File: src/rtl/alu_sequencer.sv
// alu_sequencer: hardwired control FSM stepping fetch (T0-T2) and register-register ALU ops (T3-T5).
// Build option CTRL_MULDIV_EN enables mul/div opcodes, which add a T6 for the HI half of the result.
`timescale 1ns/1ps
module alu_sequencer (
  input  logic        Clock,
  input  logic        Clear,
  input  logic [31:0] IR,
  input  logic        Mem_ready,
  input  logic        Start,
  output logic        PCout,
  output logic        Zhighout,
  output logic        Zlowout,
  output logic        MDRout,
  output logic        MARin,
  output logic        PCin,
  output logic        MDRin,
  output logic        IRin,
  output logic        Yin,
  output logic        Zin,
  output logic        HIin,
  output logic        LOin,
  output logic        IncPC,
  output logic        Read,
  output logic [15:0] Rout,
  output logic [15:0] Rin,
  output logic [9:0]  Alu_sel,
  output logic        Run,
  output logic        Illegal
);

  typedef enum logic [3:0] {RST, T0, T1, T2, T3, T4, T5, T6, HALT} state_t;

  state_t     state;
  logic [4:0] opcode;
  logic [3:0] ra, rb, rc;
  logic       is_alu, is_muldiv, is_nop, is_halt;
  logic       unused_ir;

  assign opcode    = IR[31:27];
  assign ra        = IR[26:23];
  assign rb        = IR[22:19];
  assign rc        = IR[18:15];
  assign unused_ir = ^IR[14:0];

`ifdef CTRL_MULDIV_EN
  assign is_muldiv = (opcode == 5'b01000) || (opcode == 5'b01001);
`else
  assign is_muldiv = 1'b0;
`endif
  assign is_alu  = (opcode[4:3] == 2'b00) || is_muldiv;
  assign is_nop  = (opcode == 5'b11000);
  assign is_halt = (opcode == 5'b11111);

  always_ff @(posedge Clock or negedge Clear) begin
    if (!Clear) begin
      state <= RST;
    end else begin
      case (state)
        RST:  state <= T0;
        T0:   state <= T1;
        T1:   state <= Mem_ready ? T2 : T1;
        T2:   state <= T3;
        T3: begin
          if (is_alu)       state <= T4;
          else if (is_halt) state <= HALT;
          else              state <= T0;
        end
        T4:   state <= T5;
        T5:   state <= is_muldiv ? T6 : T0;
        T6:   state <= T0;
        HALT: state <= Start ? T0 : HALT;
        default: state <= RST;
      endcase
    end
  end

  // Moore decode of the state register; register fields only matter from T3 on
  always_comb begin
    PCout    = 1'b0;
    Zhighout = 1'b0;
    Zlowout  = 1'b0;
    MDRout   = 1'b0;
    MARin    = 1'b0;
    PCin     = 1'b0;
    MDRin    = 1'b0;
    IRin     = 1'b0;
    Yin      = 1'b0;
    Zin      = 1'b0;
    HIin     = 1'b0;
    LOin     = 1'b0;
    IncPC    = 1'b0;
    Read     = 1'b0;
    Rout     = '0;
    Rin      = '0;
    Alu_sel  = '0;
    Illegal  = 1'b0;
    Run      = (state != RST) && (state != HALT);
    case (state)
      T0: begin
        PCout = 1'b1;
        MARin = 1'b1;
        IncPC = 1'b1;
        Zin   = 1'b1;
      end
      T1: begin
        Zlowout = 1'b1;
        PCin    = 1'b1;
        Read    = 1'b1;
        MDRin   = 1'b1;
      end
      T2: begin
        MDRout = 1'b1;
        IRin   = 1'b1;
      end
      T3: begin
        if (is_alu) begin
          Rout[rb] = 1'b1;
          Yin      = 1'b1;
        end else if (!is_nop && !is_halt) begin
          Illegal = 1'b1;
        end
      end
      T4: begin
        Rout[rc] = 1'b1;
        Zin      = 1'b1;
        if (is_alu) Alu_sel[opcode[3:0]] = 1'b1;
      end
      T5: begin
        Zlowout = 1'b1;
`ifdef CTRL_MULDIV_EN
        if (is_muldiv) LOin = 1'b1;
        else           Rin[ra] = 1'b1;
`else
        Rin[ra] = 1'b1;
`endif
      end
      T6: begin
`ifdef CTRL_MULDIV_EN
        Zhighout = 1'b1;
        HIin     = 1'b1;
`endif
      end
      default: ;
    endcase
  end

endmodule

File: config.mk
export PLATFORM = sky130hd
export DESIGN_NAME = alu_sequencer
export DESIGN_NICKNAME = d
export VERILOG_FILES = /design/src/rtl/alu_sequencer.sv
export SDC_FILE = /design/constraint.sdc
export NUM_CORES = 1
export LEC_CHECK = 0
export BUFFER_PORTS_ARGS = -buffer_cell sky130_fd_sc_hd__buf_2
export CAP_MARGIN = 40
export CELL_PAD_IN_SITES_DETAIL_PLACEMENT = 0
export CELL_PAD_IN_SITES_GLOBAL_PLACEMENT = 1
export CORE_UTILIZATION = 21
export DETAILED_ROUTE_END_ITERATION = 7
export PLACE_DENSITY = 0.8
export SYNTH_ARGS = -nofsm -noshare
export SYNTH_HDL_FRONTEND = slang
export SYNTH_SLANG_ARGS = --single-unit
File: constraint.sdc
create_clock -name Clock -period 2 [get_ports Clock]
set_input_delay 0.2 -clock Clock [delete_from_list [all_inputs] [get_ports Clock]]
set_output_delay 0.2 -clock Clock [all_outputs]
set_load 0.02 [all_outputs]
**Yosys cells after proc, flatten, opt, wreduce, memory -nomap -nowiden**

Index checks and enable logic that the tools add are counted.

- Input port bits: 36
- Flip-flop bits (word level): 4
- Output and inout port bits: 58

- Equal/unequal tests: 11
- Multiplexer cells: 28
- Magnitude comparators: 8
- Reductions and logical operators: 14

Operators by type and width:

| kind | count |
|---|---|
| $mux 16 | 2 |
| $pmux 16 s2 | 1 |
| $pmux 4 s7 | 1 |
| $lt 4x5->1 const B | 4 |
| $mux 10 | 2 |
| $demux 1 s4 | 4 |
| $eq 4x3->1 const B | 4 |
| $ge 4x1->1 const B | 4 |
| $mux 1 | 15 |
| $mux 4 | 3 |
| $eq 5x5->1 const B | 2 |
| $eq 4x2->1 const B | 2 |
| $logic_and 1x1->1 | 6 |
| $eq 4x1->1 const B | 1 |
| $eq 4x4->1 const B | 1 |
| $logic_not 4->1 | 1 |
| $ne 4x4->1 const B | 1 |
| $reduce_bool 4->1 | 1 |
| $reduce_or 2->1 | 2 |
| $reduce_or 3->1 | 1 |
| $logic_not 1->1 | 2 |
| $logic_not 2->1 | 1 |

**Longest topological paths before layout**

- Depth after elaboration: 6
- Depth in mapped cells: 6

**Least setup slack after synthesis**

Ideal clock, no wire load.

- Path type: reg2out
- From: reg state[1]
- To: out Rout[5]
- Data arrival time: 1.570 ns
- Cell stages (with the launch flop): 7
- Data required time: 1.800 ns
- Path slack: 0.230 ns
- Cell sequence: dfrtp_1 buf_6 nor4b_4 and2_4 buf_8 nand3b_4 o22ai_1

- Cells in the longest elaborated chain, start to end: 2
- Elaborated cells on any way between the ends: 3
- Classes of those cells: eq/ne: 2; mux: 1

RTL lines:

| item | RTL line | RTL |
|---|---|---|
| start: declaration | 33 | `state_t state;` |
| start signal: assignment | 61 | `T1: state <= Mem_ready ? T2 : T1;` |
| start signal: assignment | 69 | `T5: state <= is_muldiv ? T6 : T0;` |
| start signal: assignment | 71 | `HALT: state <= Start ? T0 : HALT;` |
| $eq 4x3->1 | 98 | `case (state)` |
| $pmux 16 s2 * | 98 |  |
| end: declaration | 24 | `output logic [15:0] Rout,` |

Mark *: on every way between the ends. The rest lies on a longest branch, timed or not.

**Worst setup path after layout**

- From: reg state[1]
- To: out Rout[1]

Same word-level chain as after synthesis.

==> run summary <==
The min-delay analysis places its worst path in the category input port to register. The total number of yosys warnings is 0. The final setup violation count came out at 0.

The share of the synthesized area in the top cell type is 11.66%. The initial utilization of the core area, before any placement, comes to between 20 and 25%. The wire-length estimate of the detail-placed layout is approximately 2.2 mm. After clock tree synthesis, the clock-pin slew on the worst setup and hold paths is 30 ps. The final net count came out at ~240. In the post-synthesis netlist, the cell with the most instances is sky130_fd_sc_hd__nor2_1. The final instance area came out at 1311 µm². In this run, flip-flops and latches consume 16.6% of the power.

Data on the critical path is required at its endpoint by 1800 ps. The global-route usage over all layers is around 11%. The number of global-route vias before repair came out at 955. The reg-to-reg setup timing slack is between 600 and 700 ps. In this run switching power makes up 48.37% of total power. OpenSTA, run right after detailed placement, puts the worst setup slack at 276.7 ps. The family with the most delay on the worst path is simple AND/OR/NAND/NOR gates.

Timing would allow up to 515.9 MHz. STA classifies the critical path endpoint as an output port. The final count of pins violating max slew is 0. The total overflow reported by the global router came out at 0. The run finished with clean final reports. The initial antenna violation count is 0. The violation count after the first detailed-routing iteration came out at 37. The largest registers in the layout are state x4. The number of max-capacitance violations reported is 0.

The slowest stage of the critical path belongs to the cell sky130_fd_sc_hd__dfrtp_1. The final routed wirelength across all metal layers came out at 2.694 mm. Walking the worst path, the cells encountered are nor4b_4, and2_4, nand2_2, o22ai_1, buf_2. Cells with a size suffix above 1 make up 50.51% of the layout. The average via count per standard cell came out at 4.593. The area growth from synthesis to layout came out at 52.77%.

For this run, the detailed router's first-pass iteration total came to 4. The placeable core area came out at 3799 µm². The vias after detailed routing is 1130.

TritonCTS built the clock tree. The portion of the clock cycle consumed by the worst path in the final layout is 96.91%. The worst setup path is launched from a register. The maximum vdd drop is 0.2404 mV.

The clock insertion delay at the later pin of the skew report came out at between 200 and 250 ps. The number of remaining DRC errors is 0. The synthesized design spends more area on one cell type than any other, namely sky130_fd_sc_hd__dfrtp_1. The sequential area share after synthesis came out at 11.66%.

The clock buffer count from CTS is 3. The flop and latch count out of synthesis is 4. The number of buffers and inverters on the critical path came out at 1.

For this run, the number of standard cells in the final layout without fillers is 246. CTS placed an instance of sky130_fd_sc_hd__clkbuf_8 at the clock tree root. Along the worst path, the maximum fanout reaches 6.

The synthesized design contains 0 enable-type register cells. The dominant register cell in the synthesized netlist is sky130_fd_sc_hd__dfrtp_1. The wire length per cell after detailed routing came out at 10.95 µm.

The placed instances occupy a cell area of 1217 µm². Measured along the x axis, the die boundary spans 65.93 µm. The slack of the critical path came out at 61.73 ps. The final count of hold timing violations is 0.

For this design the total switching power over the nets is 0.4772 mW. The number of H-tree levels is 1. The synthesized netlist occupies a cell area of 858.3 µm². The number of placed instances, taps included is 240.

In this run the vertical extent of the chip is 65.93 µm. The initialized floorplan defines 22 standard-cell rows. The distinct cell type count after synthesis came out at 32. Input and output buffers added on the ports amount to 73. The clock arrives with 4.133 ps of skew. Total power for the finished layout comes to 0.9867 mW. The hold slack is 276.1 ps. By area the synthesized netlist is led by sky130_fd_sc_hd__dfrtp_1, sky130_fd_sc_hd__o22ai_1, sky130_fd_sc_hd__nor2_1. At the end of routability-driven placement, the weighted congestion stood at 0.8270. Entering global routing, the biggest net connects 8 pins.

Of the total power, the clock network draws 16.8%. By count the netlist is led by sky130_fd_sc_hd__nor2_1, sky130_fd_sc_hd__o22ai_1, sky130_fd_sc_hd__nand2b_1. The routed design could run at a clock period as short as 1938 ps.

The final core utilization came out at 34.52%. In this run the static leakage power is 0.7103 nW. The share of flip-flops with an asynchronous set or reset is 100.0%. The number of primary I/O pins came out at 94. The flip-flop count of the largest register, all copies and words added is 4. Per report_power, the combinational group accounts for 66.6% of the total. The tree built by TritonCTS fans out to 4 sinks. The average instance area after synthesis came out at 6.867 µm². After routing, the total negative slack on setup checks comes to 0 ps. The total inserted antenna cells is 0. The cell internal power dissipation is 0.5095 mW. On the worst path, the slowest cell contributes a delay of 430 ps.

The critical path in this run is classified as register to output port. The longest clock path from root to sink contains 2 buffers. The data arrival at the endpoint of the critical path came out at 1740 ps. Counting flops per register, the top entry is state.

For this design the ratio of total power to cell area is 752.5 nW/µm². The cell count after synthesis is 125. The first-pass GRT wire length is 4.015 mm. The floorplan step defined a die boundary enclosing between 4000 and 5000 µm².

The post-detailed-route count of antenna-violating nets came out at 0.
per-layer routing:
| layer | GRT usage [%] | part of all wire [%] | vias up |
|---|---|---|---|
| met5 | 0 | 0 | - |
| met4 | 2.128 | 1.4 | 0 |
| met3 | 2.586 | 4.0 | 4 |
| met2 | 18.88 | 50 | 34 |
| met1 | 15.18 | 45 | 513 |
| li1 | - | - | 579 |
tightest hold or removal path, stage by stage:
cell	delay, ps
sky130_fd_sc_hd__buf_2	110
sky130_fd_sc_hd__nand2_1	60
sky130_fd_sc_hd__a31oi_1	70
power groups by stage:
stage	sequential [mW]	clock (mW)	combinational [mW]
6_report	0.163	0.166	0.657
5_1_grt	0.169	0.177	0.724
4_1_cts	0.160	0.171	0.650
3_5_place_dp	0.160	0	0.649
3_3_place_gp	0.161	0	0.646
2_1_floorplan	0.137	0	0.535
cell type report:
type,count,area (µm²)
clock buffer,3,41.29
fill,431,2487
inverter,4,15.01
multi-input combinational,107,661.9
sequential,4,102.6
tap,48,60.06
timing repair buffer,80,430.4
cells by family (layout without fill, tap and decap cells):
family,count (synthesis),after routing,share of synthesized area (%)
other,1,5,0.4369
AND/OR/NAND/NOR,76,76,53.35
XOR/XNOR,1,1,1.021
AO/OA/AOI/OAI,25,25,18.80
buffers and inverters,18,87,14.72
flip-flops,4,4,11.66
layout by cell type (no fill, tap or decap), types with 3 or more instances in the layout:
cell                       netlist  final
sky130_fd_sc_hd__buf_2           2     69
sky130_fd_sc_hd__buf_4          10     10
sky130_fd_sc_hd__clkbuf_8        0      3
sky130_fd_sc_hd__conb_1          1      5
sky130_fd_sc_hd__inv_1           4      4
sky130_fd_sc_hd__nand2_1         8      8
sky130_fd_sc_hd__nand2b_1       12     12
sky130_fd_sc_hd__nand3_1         6      6
sky130_fd_sc_hd__nand3b_1        3      3
sky130_fd_sc_hd__nor2_1         24     24
sky130_fd_sc_hd__nor3_1          7      5
sky130_fd_sc_hd__o21ai_0         3      3
sky130_fd_sc_hd__o22ai_1        15     15
what timing repair did:
item | in CTS | in global routing
endpoints found under the setup margin | 0 | 14
resized for setup | 0 | 10
endpoints found under the hold margin | 4 | 0
setup buffers | 0 | 2
hold buffers | 1 | 0
worst paths after layout:
kind,startpoint,to,depth (start not counted)
max,state[1]$_DFF_PN0_,Rout[1],5
min,Start,state[0]$_DFF_PN0_,3
max reg2reg,state[1]$_DFF_PN0_,state[0]$_DFF_PN0_,4
min reg2reg,state[0]$_DFF_PN0_,state[2]$_DFF_PN0_,1
max in group asynchronous,Clear,state[0]$_DFF_PN0_,2
min in group asynchronous,Clear,state[1]$_DFF_PN0_,2
No activity file was read; power rests on OpenSTA's default activity.
